===== config.mk =====
export PLATFORM = sky130hd
export DESIGN_NAME = mem_refill_arbiter_flat
export DESIGN_NICKNAME = d
export VERILOG_FILES = /design/src/rtl/mem_refill_arbiter_if.sv /design/src/rtl/mem_refill_arbiter.sv /design/src/flat_wrapper.sv
export SDC_FILE = /design/constraint.sdc
export NUM_CORES = 1
export LEC_CHECK = 0
export ABC_AREA = 0
export CAP_MARGIN = 20
export CORE_AREA = 2 2 288 290
export CTS_BUF_LIST = sky130_fd_sc_hd__clkbuf_8
export DETAILED_ROUTE_END_ITERATION = 16
export DIE_AREA = 0 0 290 292
export GPL_TIMING_DRIVEN = 0
export SETUP_SLACK_MARGIN = 0.2
export SYNTH_ARGS = -nofsm -noshare
export SYNTH_HDL_FRONTEND = slang
export SYNTH_SLANG_ARGS = --single-unit

===== constraint.sdc =====
create_clock -name clk -period 3.1 [get_ports clk]
set_input_delay 0.465 -clock clk [delete_from_list [all_inputs] [get_ports clk]]
set_output_delay 0.465 -clock clk [all_outputs]
set_load 0.02 [all_outputs]

===== src/rtl/mem_refill_arbiter_if.sv =====
// Cache-refill and main-memory block-port signal bundle for mem_refill_arbiter.
// master = arbiter side, slave = caches plus memory model.
interface mem_refill_arbiter_if;
    localparam int unsigned ADDR_W = 32;
    localparam int unsigned BLK_W  = 128;

    logic              i_req;
    logic [ADDR_W-1:0] i_addr;
    logic [BLK_W-1:0]  i_data;
    logic              i_done;
    logic              i_err;

    logic              d_req;
    logic              d_we;
    logic [ADDR_W-1:0] d_addr;
    logic [BLK_W-1:0]  d_wdata;
    logic [BLK_W-1:0]  d_data;
    logic              d_done;
    logic              d_err;

    logic              mem_req;
    logic              mem_we;
    logic [ADDR_W-1:0] mem_addr;
    logic [BLK_W-1:0]  mem_wdata;
    logic              mem_ack;
    logic [BLK_W-1:0]  mem_rdata;

    modport master (
        input  i_req, i_addr, d_req, d_we, d_addr, d_wdata, mem_ack, mem_rdata,
        output i_data, i_done, i_err, d_data, d_done, d_err,
        output mem_req, mem_we, mem_addr, mem_wdata
    );

    modport slave (
        output i_req, i_addr, d_req, d_we, d_addr, d_wdata, mem_ack, mem_rdata,
        input  i_data, i_done, i_err, d_data, d_done, d_err,
        input  mem_req, mem_we, mem_addr, mem_wdata
    );
endinterface


===== src/rtl/mem_refill_arbiter.sv =====
// Arbitrates ICache/DCache block requests onto one memory port with a timeout watchdog.
// Define ARB_ROUND_ROBIN_EN for round-robin ties; default is DCache-wins fixed priority.
module mem_refill_arbiter #(
    parameter int unsigned TIMEOUT = 255
) (
    input  logic                 clk,
    input  logic                 rst,
    mem_refill_arbiter_if.master bus
);
    localparam int unsigned ADDR_W = 32;
    localparam int unsigned BLK_W  = 128;
    localparam int unsigned CNT_W  = 8;
    localparam logic [CNT_W-1:0] CNT_LAST = CNT_W'(TIMEOUT - 1);

    localparam logic [1:0] S_IDLE = 2'd0;
    localparam logic [1:0] S_BUSY = 2'd1;
    localparam logic [1:0] S_DONE = 2'd2;

    logic [1:0]       state, state_n;
    logic             sel, sel_n;
    logic             last, last_n;
    logic [CNT_W-1:0] cnt, cnt_n;

    logic              mem_req, mem_req_n;
    logic              mem_we, mem_we_n;
    logic [ADDR_W-1:0] mem_addr, mem_addr_n;
    logic [BLK_W-1:0]  mem_wdata, mem_wdata_n;
    logic [BLK_W-1:0]  i_data, i_data_n;
    logic [BLK_W-1:0]  d_data, d_data_n;
    logic              i_done, i_done_n;
    logic              i_err, i_err_n;
    logic              d_done, d_done_n;
    logic              d_err, d_err_n;

    logic              grant_d_c;
    logic [ADDR_W-1:0] addr_c;

    // Tie-break between simultaneous requests
    always_comb begin
        grant_d_c = bus.d_req;
        if (bus.i_req && bus.d_req) begin
`ifdef ARB_ROUND_ROBIN_EN
            grant_d_c = ~last;
`else
            grant_d_c = 1'b1;
`endif
        end
        addr_c = grant_d_c ? bus.d_addr : bus.i_addr;
    end

    // Next-state and next-output logic; pulses and return data default to zero
    always_comb begin
        state_n     = state;
        sel_n       = sel;
        last_n      = last;
        cnt_n       = cnt;
        mem_req_n   = mem_req;
        mem_we_n    = mem_we;
        mem_addr_n  = mem_addr;
        mem_wdata_n = mem_wdata;
        i_data_n    = '0;
        d_data_n    = '0;
        i_done_n    = 1'b0;
        i_err_n     = 1'b0;
        d_done_n    = 1'b0;
        d_err_n     = 1'b0;

        case (state)
            S_IDLE: begin
                if (bus.i_req || bus.d_req) begin
                    state_n     = S_BUSY;
                    sel_n       = grant_d_c;
                    cnt_n       = '0;
                    mem_req_n   = 1'b1;
                    mem_we_n    = grant_d_c & bus.d_we;
                    mem_addr_n  = addr_c & ~ADDR_W'(32'hF);
                    mem_wdata_n = grant_d_c ? bus.d_wdata : '0;
                end
            end
            S_BUSY: begin
                if (bus.mem_ack || (cnt == CNT_LAST)) begin
                    state_n     = S_DONE;
                    last_n      = sel;
                    mem_req_n   = 1'b0;
                    mem_we_n    = 1'b0;
                    mem_addr_n  = '0;
                    mem_wdata_n = '0;
                    // Ack wins over a simultaneous watchdog expiry
                    if (bus.mem_ack) begin
                        if (sel) begin
                            d_done_n = 1'b1;
                            d_data_n = mem_we ? '0 : bus.mem_rdata;
                        end else begin
                            i_done_n = 1'b1;
                            i_data_n = bus.mem_rdata;
                        end
                    end else begin
                        d_err_n = sel;
                        i_err_n = ~sel;
                    end
                end else begin
                    cnt_n = cnt + CNT_W'(1);
                end
            end
            S_DONE: begin
                state_n = S_IDLE;
            end
            default: begin
                state_n = S_IDLE;
            end
        endcase
    end

    // State and output registers
    always_ff @(posedge clk or negedge rst) begin
        if (!rst) begin
            state     <= S_IDLE;
            sel       <= 1'b0;
            last      <= 1'b1;
            cnt       <= '0;
            mem_req   <= 1'b0;
            mem_we    <= 1'b0;
            mem_addr  <= '0;
            mem_wdata <= '0;
            i_data    <= '0;
            d_data    <= '0;
            i_done    <= 1'b0;
            i_err     <= 1'b0;
            d_done    <= 1'b0;
            d_err     <= 1'b0;
        end else begin
            state     <= state_n;
            sel       <= sel_n;
            last      <= last_n;
            cnt       <= cnt_n;
            mem_req   <= mem_req_n;
            mem_we    <= mem_we_n;
            mem_addr  <= mem_addr_n;
            mem_wdata <= mem_wdata_n;
            i_data    <= i_data_n;
            d_data    <= d_data_n;
            i_done    <= i_done_n;
            i_err     <= i_err_n;
            d_done    <= d_done_n;
            d_err     <= d_err_n;
        end
    end

    assign bus.mem_req   = mem_req;
    assign bus.mem_we    = mem_we;
    assign bus.mem_addr  = mem_addr;
    assign bus.mem_wdata = mem_wdata;
    assign bus.i_data    = i_data;
    assign bus.d_data    = d_data;
    assign bus.i_done    = i_done;
    assign bus.i_err     = i_err;
    assign bus.d_done    = d_done;
    assign bus.d_err     = d_err;

endmodule

===== src/flat_wrapper.sv =====
// flat-port wrapper written by rule: the top's interface ports become plain ports
module mem_refill_arbiter_flat 
#(
    parameter int unsigned TIMEOUT = 255
)
  (clk, rst, bus_i_req, bus_i_addr, bus_d_req, bus_d_we, bus_d_addr, bus_d_wdata, bus_mem_ack, bus_mem_rdata, bus_i_data, bus_i_done, bus_i_err, bus_d_data, bus_d_done, bus_d_err, bus_mem_req, bus_mem_we, bus_mem_addr, bus_mem_wdata);
  mem_refill_arbiter_if bus_i ();
  input  logic clk;
  input  logic rst;
  input wire logic [$bits(bus_i.i_req)-1:0] bus_i_req;
  input wire logic [$bits(bus_i.i_addr)-1:0] bus_i_addr;
  input wire logic [$bits(bus_i.d_req)-1:0] bus_d_req;
  input wire logic [$bits(bus_i.d_we)-1:0] bus_d_we;
  input wire logic [$bits(bus_i.d_addr)-1:0] bus_d_addr;
  input wire logic [$bits(bus_i.d_wdata)-1:0] bus_d_wdata;
  input wire logic [$bits(bus_i.mem_ack)-1:0] bus_mem_ack;
  input wire logic [$bits(bus_i.mem_rdata)-1:0] bus_mem_rdata;
  output wire logic [$bits(bus_i.i_data)-1:0] bus_i_data;
  output wire logic [$bits(bus_i.i_done)-1:0] bus_i_done;
  output wire logic [$bits(bus_i.i_err)-1:0] bus_i_err;
  output wire logic [$bits(bus_i.d_data)-1:0] bus_d_data;
  output wire logic [$bits(bus_i.d_done)-1:0] bus_d_done;
  output wire logic [$bits(bus_i.d_err)-1:0] bus_d_err;
  output wire logic [$bits(bus_i.mem_req)-1:0] bus_mem_req;
  output wire logic [$bits(bus_i.mem_we)-1:0] bus_mem_we;
  output wire logic [$bits(bus_i.mem_addr)-1:0] bus_mem_addr;
  output wire logic [$bits(bus_i.mem_wdata)-1:0] bus_mem_wdata;
  assign bus_i.i_req = bus_i_req;
  assign bus_i.i_addr = bus_i_addr;
  assign bus_i.d_req = bus_d_req;
  assign bus_i.d_we = bus_d_we;
  assign bus_i.d_addr = bus_d_addr;
  assign bus_i.d_wdata = bus_d_wdata;
  assign bus_i.mem_ack = bus_mem_ack;
  assign bus_i.mem_rdata = bus_mem_rdata;
  assign bus_i_data = bus_i.i_data;
  assign bus_i_done = bus_i.i_done;
  assign bus_i_err = bus_i.i_err;
  assign bus_d_data = bus_i.d_data;
  assign bus_d_done = bus_i.d_done;
  assign bus_d_err = bus_i.d_err;
  assign bus_mem_req = bus_i.mem_req;
  assign bus_mem_we = bus_i.mem_we;
  assign bus_mem_addr = bus_i.mem_addr;
  assign bus_mem_wdata = bus_i.mem_wdata;
  mem_refill_arbiter #(.TIMEOUT(TIMEOUT)) u_core (.clk(clk), .rst(rst), .bus(bus_i));
endmodule

==> metrics, run 1 <==
run status=finished, final reports clean; first-pass GRT wire length=84.93 mm; reg-to-reg startpoint=u_core.state[1]; share of cells above drive strength 1=0.09410; fin crit period=2537 ps; met2 usage=0.2439; adder-cell area share of the yosys netlist=0.001704; largest family of logic cells by synthesized area=simple AND/OR/NAND/NOR gates; First-pass DRT Iterations=4; routed vias/inst=3.855; post-synthesis simple-gate area fraction=0.1187; Final Cycle Share=0.8185; maximum VDD drop=0.3864 mV; busiest layer in global routing=met2; XOR/XNOR Fraction of Synth Area=0.0005964; initial antenna violation count=5; core area=81,580 sq um; Hold Path Class=input port to asynchronous set/reset pin; sequential share of the synthesized area=0.7310; standard-cell rows=105; Place WS=-339.2 ps; CP max stage cell=nor3_1; RSZ-0062 raised after global routing=no; H-tree levels=3; R2R Setup Slk=560 ps; Worst EP required=3670 ps; ANT nets after route=0; Max Cap Viol=0; IO Port Bufs=735; final setup fails=0; CP Cell Sequence=nand2b_1 -> nor3_1 -> clkbuf_1 -> clkbuf_1 -> and2_1; cell repeated most along the worst path=clkbuf_1; Netlist Area Pre-Place=14,690 sq um; Remaining DRCs=0; CP Max Fanout=10; Initial Util=0.1800; clock root cell=clkbuf_8; Hold WS=388.1 ps; latest clock arrival within the worst-skew pair=650 ps; Global Route Usage Sum=0.1350; reg2reg end=u_core.bus.i_data[113]; DP Wirelength=45.31 mm; TritonCTS sink count=429; Area growth syn-to-layout=71.36%; vias in the first global route=12,680; max incr delay on CP=580 ps; critical path arrival=3110 ps; GR Overflow Total=0; Max Clk Rate=394.1 MHz; Worst path top cell family by delay=buffers and inverters; Buf+Inv Stages, Crit Path=2; fin. max-slew vios=0; die width=290 microns; Clock Tree Buf Depth=3; wire per inst=19.87 microns; DRT iter0 DRCs=433; Setup WS post-layout=562.6 ps; Final Net Count=2,149; compound-gate portion of the synthesized area=0.1040; Worst slew margin=0.4824; routing usage on met3=0.05868; GR Util met1=0.1368; syn avg cell area=14.69 sq um; Critical Path End Type=flop; worst slew pin tran=776.4 ps; clock slew seen by the registers of the worst setup and hold paths=60 ps; Synth Warn #=0; Die Y=292 microns; Yosys reg bits=429; pwr/cell area=721.0 nW/um^2; Synth cell types=35; die area=84,680 sq um; post-synthesis mux area share=0.01976; Leak Pwr=11.34 nW; pin count of the biggest net entering global routing=125; via count=11,380; CTS tree=done; Hold Violations, Final=0; TritonCTS Buffers=77; Top Ports=748; final WL=58.66 mm; Synth Instances=1,000; Crit Path Category=flop to flop; Reg2Reg Depth=5; Final Wtd Congestion=0.8764; clock skew after layout=28.09 ps; startpoint types=flop
-- power by group --
| part | switching [mW] | leakage, nW | total [mW] | internal (mW) |
|---|---|---|---|---|
| Clock | 2.50 | 0.934 | 5.65 | 3.15 |
| Combinational | 2.95 | 4.60 | 5.48 | 2.54 |
| Sequential | 0.499 | 5.81 | 7.01 | 6.51 |
-- worst max path at each step --
stage | slack (ps) | cells past startpoint | end | from
floorplan | 1460 | 8 | u_core.bus.mem_wdata[15] | u_core.cnt[0]
global placement | -16510 | 1 | u_core.bus.mem_wdata[103] | rst
CTS | 370 | 5 | u_core.bus.i_data[73] | u_core.state[1]
detailed placement | -340 | 6 | u_core.bus.i_data[28] | bus_mem_ack
finish | 560 | 5 | u_core.bus.i_data[113] | u_core.state[1]
global route | 290 | 5 | u_core.bus.i_data[75] | u_core.state[1]
-- metal layers --
layer	wire, microns	part of all wire
met5	46	0.00078
met2	30290	0.52
met1	20540	0.35
met4	2000	0.034
met3	5776	0.098
-- timing repair --
action	4_1_cts	5_1_grt
gates resized for setup	1	0
endpoints found under the setup margin	10	0
buffers inserted	0	0
hold endpoints to repair	81	0
hold buffers	1	0
-- layout by cell type, fill, tap and decap left out, drive strengths merged, types with 5 or more instances in the layout --
master / Yosys / final
clkdlybuf4s50: 0 / 734
dfrtp: 429 / 429
and2: 257 / 257
clkbuf: 32 / 134
a22o: 130 / 130
buf: 37 / 41
o2bb2ai: 29 / 29
mux2i: 29 / 29
inv: 6 / 28
clkinv: 0 / 12
a21oi: 6 / 6
o21ai: 6 / 6
nor2: 5 / 5
-- synthesized netlist by cell type (all sizes together) --
| library cell | instances | area, sq um |
|---|---|---|
| a21o | 2 | 16.27 |
| a21oi | 6 | 30.03 |
| a221oi | 1 | 8.760 |
| a22o | 130 | 1139 |
| a31oi | 1 | 6.260 |
| and2 | 257 | 1608 |
| and2b | 2 | 15.01 |
| and3 | 3 | 18.77 |
| buf | 37 | 197.7 |
| clkbuf | 32 | 132.6 |
| conb | 1 | 3.750 |
| dfrtp | 429 | 10740 |
| ha | 2 | 25.02 |
| inv | 6 | 22.52 |
| mux2i | 29 | 290.3 |
| nand2 | 4 | 15.01 |
| nand2b | 1 | 6.260 |
| nand3 | 4 | 20.02 |
| nand4 | 1 | 6.260 |
| nor2 | 5 | 18.77 |
| nor3 | 3 | 15.01 |
| nor3b | 1 | 7.510 |
| o211a | 1 | 10.01 |
| o211ai | 1 | 7.510 |
| o21a | 1 | 7.510 |
| o21ai | 6 | 30.02 |
| o21ba | 1 | 10.01 |
| o2bb2ai | 29 | 254.0 |
| o32ai | 1 | 8.760 |
| or2 | 2 | 12.51 |
| xnor2 | 1 | 8.760 |
-- through the flow --
stage	instances	util	total power, mW	area, sq um	setup TNS (ps)
after floorplan	1003	-	9.350	14700	0
after global placement	2808	0.2867	12.59	23390	-7041630
after detailed placement	2811	0.2878	12.65	23480	-3689
after CTS	2951	0.3084	18.49	25160	0
after global routing	2953	0.3085	19.04	25170	0
final	2953	0.3085	18.14	25170	0
-- state kept, by name, indices dropped and copies added, names as in the netlist --
signal and count:
u_core.bus.d_data 128, u_core.bus.i_data 128, u_core.bus.mem_wdata 128, u_core.bus.mem_addr 28, u_core.cnt 8, u_core.state 2
u_core.bus.d_done 1, u_core.bus.d_err 1, u_core.bus.i_done 1, u_core.bus.i_err 1, u_core.bus.mem_req 1, u_core.bus.mem_we 1
u_core.sel 1
-- layout make-up --
cell class	count	area, sq um
timing repair buffer	739	7455
tap	1070	1339
fill	8154	56420
antenna	2	5.005
inverter	6	22.52
multi-input combinational	499	3610
sequential	429	10740
buffer	69	331.6
clock inverter	37	265.3
clock buffer	102	1404
-- logic make-up after synthesis --
group,count (synthesis)
flops,429
simple gates,283
compound gates,180
buf+inv,75
mux,29
fa+ha+maj,2
other cells,1
xor+xnor,1
Power figures use the tool's default switching activity.
==> run 2: changes to the inputs <==
- CORE_AREA: 2 2 288 290 -> 2 2 290 292
- DIE_AREA: 0 0 290 292 -> 0 0 292 294
- clock period: 3.1 -> 2.6 ns (I/O delays scaled with it)
==> metrics, run 2 (synthesis gave the netlist of run 1 again) <==
share of cells above drive strength 1=0.09294 (-0.001162); Initial Util=0.1772 (-0.002840); Leak Pwr=11.35 nW (about the same); RSZ-0062 raised after global routing=no; Max Clk Rate=452.6 MHz; Clock Tree Buf Depth=3 (unchanged); run status=finished, final reports clean; CTS tree=done; max incr delay on CP=760 ps (+180 ps); initial antenna violation count=10 (+5); First-pass DRT Iterations=4 (unchanged); Worst path top cell family by delay=buffers and inverters; Max Cap Viol=0 (unchanged); DP Wirelength=46.68 mm (+3.0%); DRT iter0 DRCs=325 (-25%); CP Cell Sequence=clkdlybuf4s50_1; Critical Path End Type=output pin; Top Ports=748 (unchanged); Worst slew margin=0.4136 (-0.06877); clock root cell=clkbuf_8; TritonCTS Buffers=79 (+2.6%); leading cell types in the layout, fill and taps excluded=clkdlybuf4s50_1 (734), dfrtp_1 (429), and2_1 (257); Final Wtd Congestion=0.8594 (-1.9%); Hold Path Class=input port to asynchronous set/reset pin; Remaining DRCs=0 (unchanged); Place WS=-1058 ps (-718.9 ps); first-pass GRT wire length=86.33 mm (+1.7%); pwr/cell area=855.2 nW/um^2 (+19%); pin count of the biggest net entering global routing=129 (+3.2%); IO Port Bufs=735 (unchanged); Worst EP required=2210 ps (-1460 ps); TritonCTS sink count=429 (unchanged); startpoint types=flop; Final Util=0.3033 (-0.005137); via count=11,430 (+0.42%); Global Route Usage Sum=0.1367 (+0.001606); clock slew seen by the registers of the worst setup and hold paths=70 ps (about the same); latest clock arrival within the worst-skew pair=640 ps (about the same); Hold WS=295.6 ps (-92.55 ps); Buf+Inv Stages, Crit Path=1 (-1); final setup fails=0 (unchanged); reg-to-reg startpoint=u_core.state[1]; core area=82,890 sq um (+1.6%); standard-cell rows=106 (+0.95%); final WL=60.41 mm (+3.0%); Area growth syn-to-layout=71.20% (about the same); R2R Setup Slk=390 ps (-170 ps); wire per inst=20.36 microns (+2.5%); reg2reg end=u_core.bus.d_data[111]; die width=292 microns (+0.69%); maximum VDD drop=0.5055 mV (+31%); clock skew after layout=32.03 ps (+3.945 ps); Setup WS post-layout=390.5 ps (-172.1 ps); Reg2Reg Depth=6 (+1); die area=85,850 sq um (+1.4%); Hold Violations, Final=0 (unchanged); CP max stage cell=clkdlybuf4s50_1; ANT nets after route=0 (unchanged); CP Max Fanout=3 (-7); Largest regs=u_core.bus.d_data (128), u_core.bus.i_data (128), u_core.bus.mem_wdata (128); worst slew pin tran=873.7 ps (+97.29 ps); Final Net Count=2,152 (+0.14%); total power=21.50 mW (+19%); H-tree levels=3 (unchanged); vias in the first global route=12,790 (+0.88%); Crit Path Category=flop to output pin; GR Overflow Total=0 (unchanged); most common cell after layout, fill and taps aside=clkdlybuf4s50_1; Final Cycle Share=0.8498; Die Y=294 microns (+0.68%); fin crit period=2210 ps; routed vias/inst=3.853 (about the same); fin. max-slew vios=0 (unchanged); critical path arrival=1820 ps (-1290 ps)
run 2: area by class of cell:
type	count	area (sq um)
fillers	8315	57750
well taps	1080	1351
flip-flops and latches	429	10740
multi-input cells	499	3615
diodes	4	10.01
clock inverters	51	374.1
inverters	6	22.52
repair buffers	740	7466
plain buffers	69	345.3
clock buffers	89	1225
run 2: metrics by stage:
stage	setup TNS [ps]	instance area, sq um	cells
after floorplan	0	14700	1003
after global placement	-7288690	23410	2818
after detailed placement	-37010	23510	2822
after CTS	0	25130	2963
after global routing	0	25140	2964
final	0	25140	2967
run 2: timing repair:
item | 4_1_cts | 5_1_grt
setup buffers | 0 | 0
hold endpoints to repair | 78 | 0
gates resized for setup | 7 | 3
endpoints found under the setup margin | 40 | 12
cloned | 0 | 0
hold buffers | 1 | 0
run 2: worst max path at each step:
stage                            from                       end  slack [ps]  depth (start not counted)
finish              u_core.bus.mem_we                bus_mem_we         390                          1
global route          u_core.state[0]     u_core.bus.d_data[43]         220                          6
CTS                   u_core.state[1]     u_core.bus.i_data[76]         260                          5
detailed placement        bus_mem_ack    u_core.bus.i_data[112]       -1060                          7
global placement                  rst     u_core.bus.d_data[26]      -16690                          1
floorplan               u_core.cnt[0]  u_core.bus.mem_wdata[15]         960                          8
run 2: power breakdown:
group | switching, mW | internal [mW]
Clock | 3.03 | 3.56
Combinational | 3.50 | 3.04
Sequential | 0.613 | 7.76
run 2: metal layers:
layer / track usage / part of all wire
met5: 0 / 0.00084
met4: 0.05972 / 0.042
met3: 0.05733 / 0.10
met2: 0.2429 / 0.50
met1: 0.1402 / 0.36
==> run 3: changes to the inputs <==
- clock period: 2.6 -> 2.1 ns (I/O delays scaled with it)
==> metrics, run 3 (synthesis gave the netlist of run 1 again) <==
share of cells above drive strength 1=0.1191 (+0.02616); Hold WS=219.1 ps (-76.44 ps); Crit Path Category=flop to flop; RSZ-0062 raised after global routing=yes; run status=finished, final reports clean; fin. max-slew vios=0 (unchanged); IO Port Bufs=735 (unchanged); critical path arrival=2480 ps (+660 ps); TritonCTS Buffers=79 (unchanged); switching share of power=0.3374 (+0.005550); Clk pwr share=0.303 (-0.004); wire per inst=20.97 microns (+3.0%); DP Wirelength=46.68 mm (unchanged); First-pass DRT Iterations=4 (unchanged); Hold Violations, Final=0 (unchanged); clock slew seen by the registers of the worst setup and hold paths=70 ps (about the same); Worst path top cell family by delay=buffers and inverters; CP max stage cell=dfrtp_1; Final Net Count=2,175 (+1.1%); FILL cells=8,316 (+0.012%); R2R Setup Slk=150 ps (-240 ps); CP Cell Sequence=inv_2 -> ha_4 -> nand3_4 -> o211ai_1 -> nand2_2 -> buf_6 -> clkbuf_16 -> buf_12 -> buf_16 -> a22o_1; Psw=9.088 mW (+27%); die area=85,850 sq um (unchanged); final WL=62.69 mm (+3.8%); CTS tree=done; clock root cell=clkbuf_8; startpoint types=flop; Final Cycle Share=0.9305; DRT iter0 DRCs=317 (-2.5%); first-pass GRT wire length=88.87 mm (+2.9%); Largest regs=u_core.bus.d_data (128), u_core.bus.i_data (128), u_core.bus.mem_wdata (128); Max Clk Rate=511.7 MHz; Hold Path Class=input port to asynchronous set/reset pin; final setup fails=0 (unchanged); GR Overflow Total=0 (unchanged); TritonCTS sink count=429 (unchanged); routed vias/inst=3.878 (+0.65%); worst slew pin tran=909.4 ps (+35.63 ps); Area after DPL=23,510 sq um (unchanged); max incr delay on CP=390 ps (-370 ps); final instance area=25,990 sq um (+3.3%); Clock Tree Buf Depth=3 (unchanged); Global Route Usage Sum=0.1411 (+0.004466); ANT nets after route=0 (unchanged); Max Cap Viol=0 (unchanged); H-tree levels=3 (unchanged); via count=11,590 (+1.4%); clock skew after layout=31.22 ps (-0.8094 ps); leading cell types in the layout, fill and taps excluded=dfrtp_1 (426), clkdlybuf4s50_1 (316), dlygate4sd2_1 (276); die width=292 microns (unchanged); Initial Util=0.1772 (unchanged); combinational fraction of design power=0.314 (+0.010); Buf+Inv Stages, Crit Path=5 (+4); maximum VDD drop=0.6080 mV (+20%); standard-cell rows=106 (unchanged); fin crit period=1954 ps; pwr/cell area=1037 nW/um^2 (+21%); pin count of the biggest net entering global routing=129 (unchanged); latest clock arrival within the worst-skew pair=640 ps (about the same); most common cell after layout, fill and taps aside=dfrtp_1; Top Ports=748 (unchanged); vias in the first global route=13,030 (+1.8%); initial antenna violation count=11 (+1); core area=82,890 sq um (unchanged); Worst EP required=2630 ps (+420 ps); CP Max Fanout=6 (+3); Die Y=294 microns (unchanged); Critical Path End Type=flop; Final Wtd Congestion=0.8594 (unchanged); Seq pwr share=0.384 (-0.006); Internal Power=17.85 mW (+24%); Worst slew margin=0.3897 (-0.02391); Leak Pwr=15.15 nW (+34%); Area growth syn-to-layout=76.94%; Remaining DRCs=0 (unchanged)
==> run 3: metrics by stage <==
step,instances,TNS (ps),total power [mW],utilization,setup slack [ps]
5_1_grt,2988,0,28.24,0.3135,61.49
4_1_cts,2983,0,27.41,0.3081,76.05
2_1_floorplan,1003,0,13.80,-,463.8
3_5_place_dp,2822,-176300,18.67,0.2836,-1483
6_report,2989,0,26.94,0.3135,145.9
3_3_place_gp,2818,-7608980,18.59,0.2824,-17110
==> run 3: per-layer routing <==
metal | up-vias | track usage | part of all wire
met2 | 588 | 0.2579 | 0.52
li1 | 5112 | - | -
met5 | - | 0 | 0.00080
met1 | 5762 | 0.1437 | 0.36
met4 | 8 | 0.05570 | 0.033
met3 | 122 | 0.05521 | 0.093
==> run 3: power groups by stage <==
stage	clock (mW)	sequential, mW	combinational (mW)
global placement	0	10.5	8.10
global route	8.86	10.5	8.92
finish	8.16	10.3	8.45
floorplan	0	12.0	1.80
CTS	8.51	10.3	8.56
detailed placement	0	10.5	8.19
==> run 3: area by class of cell <==
type,count,area (sq um),share of cell area
clock buffers,89,1225,0.04714
plain buffers,68,656.9,0.02528
diodes,3,7.507,0.0002889
well taps,1080,1351,0.05200
repair buffers,764,7951,0.3060
clock inverters,51,374.1,0.01440
multi-input cells,499,3659,0.1408
inverters,6,22.52,0.0008667
flip-flops and latches,429,10740,0.4133
==> run 3: worst reg2reg max path, delay by kind of cell, from the launching register on <==
family,cells,cell delay [ps]
compound gates,2,430
fa+ha+maj,1,130
buf+inv,5,680
flops,1,390
simple gates,2,200
==> run 3: path summary, 6_finish.rpt <==
| check | from | end | cells past startpoint |
|---|---|---|---|
| worst max-delay path | u_core.cnt[0] | u_core.bus.mem_wdata[97] | 10 |
| worst min-delay path | rst | u_core.bus.mem_wdata[121] | 2 |
| worst max register to register | u_core.cnt[0] | u_core.bus.mem_wdata[97] | 10 |
| worst min register to register | u_core.bus.mem_addr[17] | u_core.bus.mem_addr[17] | 1 |
| max in group asynchronous | rst | u_core.bus.mem_wdata[40] | 4 |
| min in group clk | bus_mem_rdata[92] | u_core.bus.d_data[92] | 2 |
==> run 3: timing repair <==
action,CTS,global route
hold buffers,1,0
resized for setup,412,169
cloned,13,1
pin swaps,4,6
setup buffers,7,3
setup endpoints to repair,809,567
hold endpoints to repair,78,0
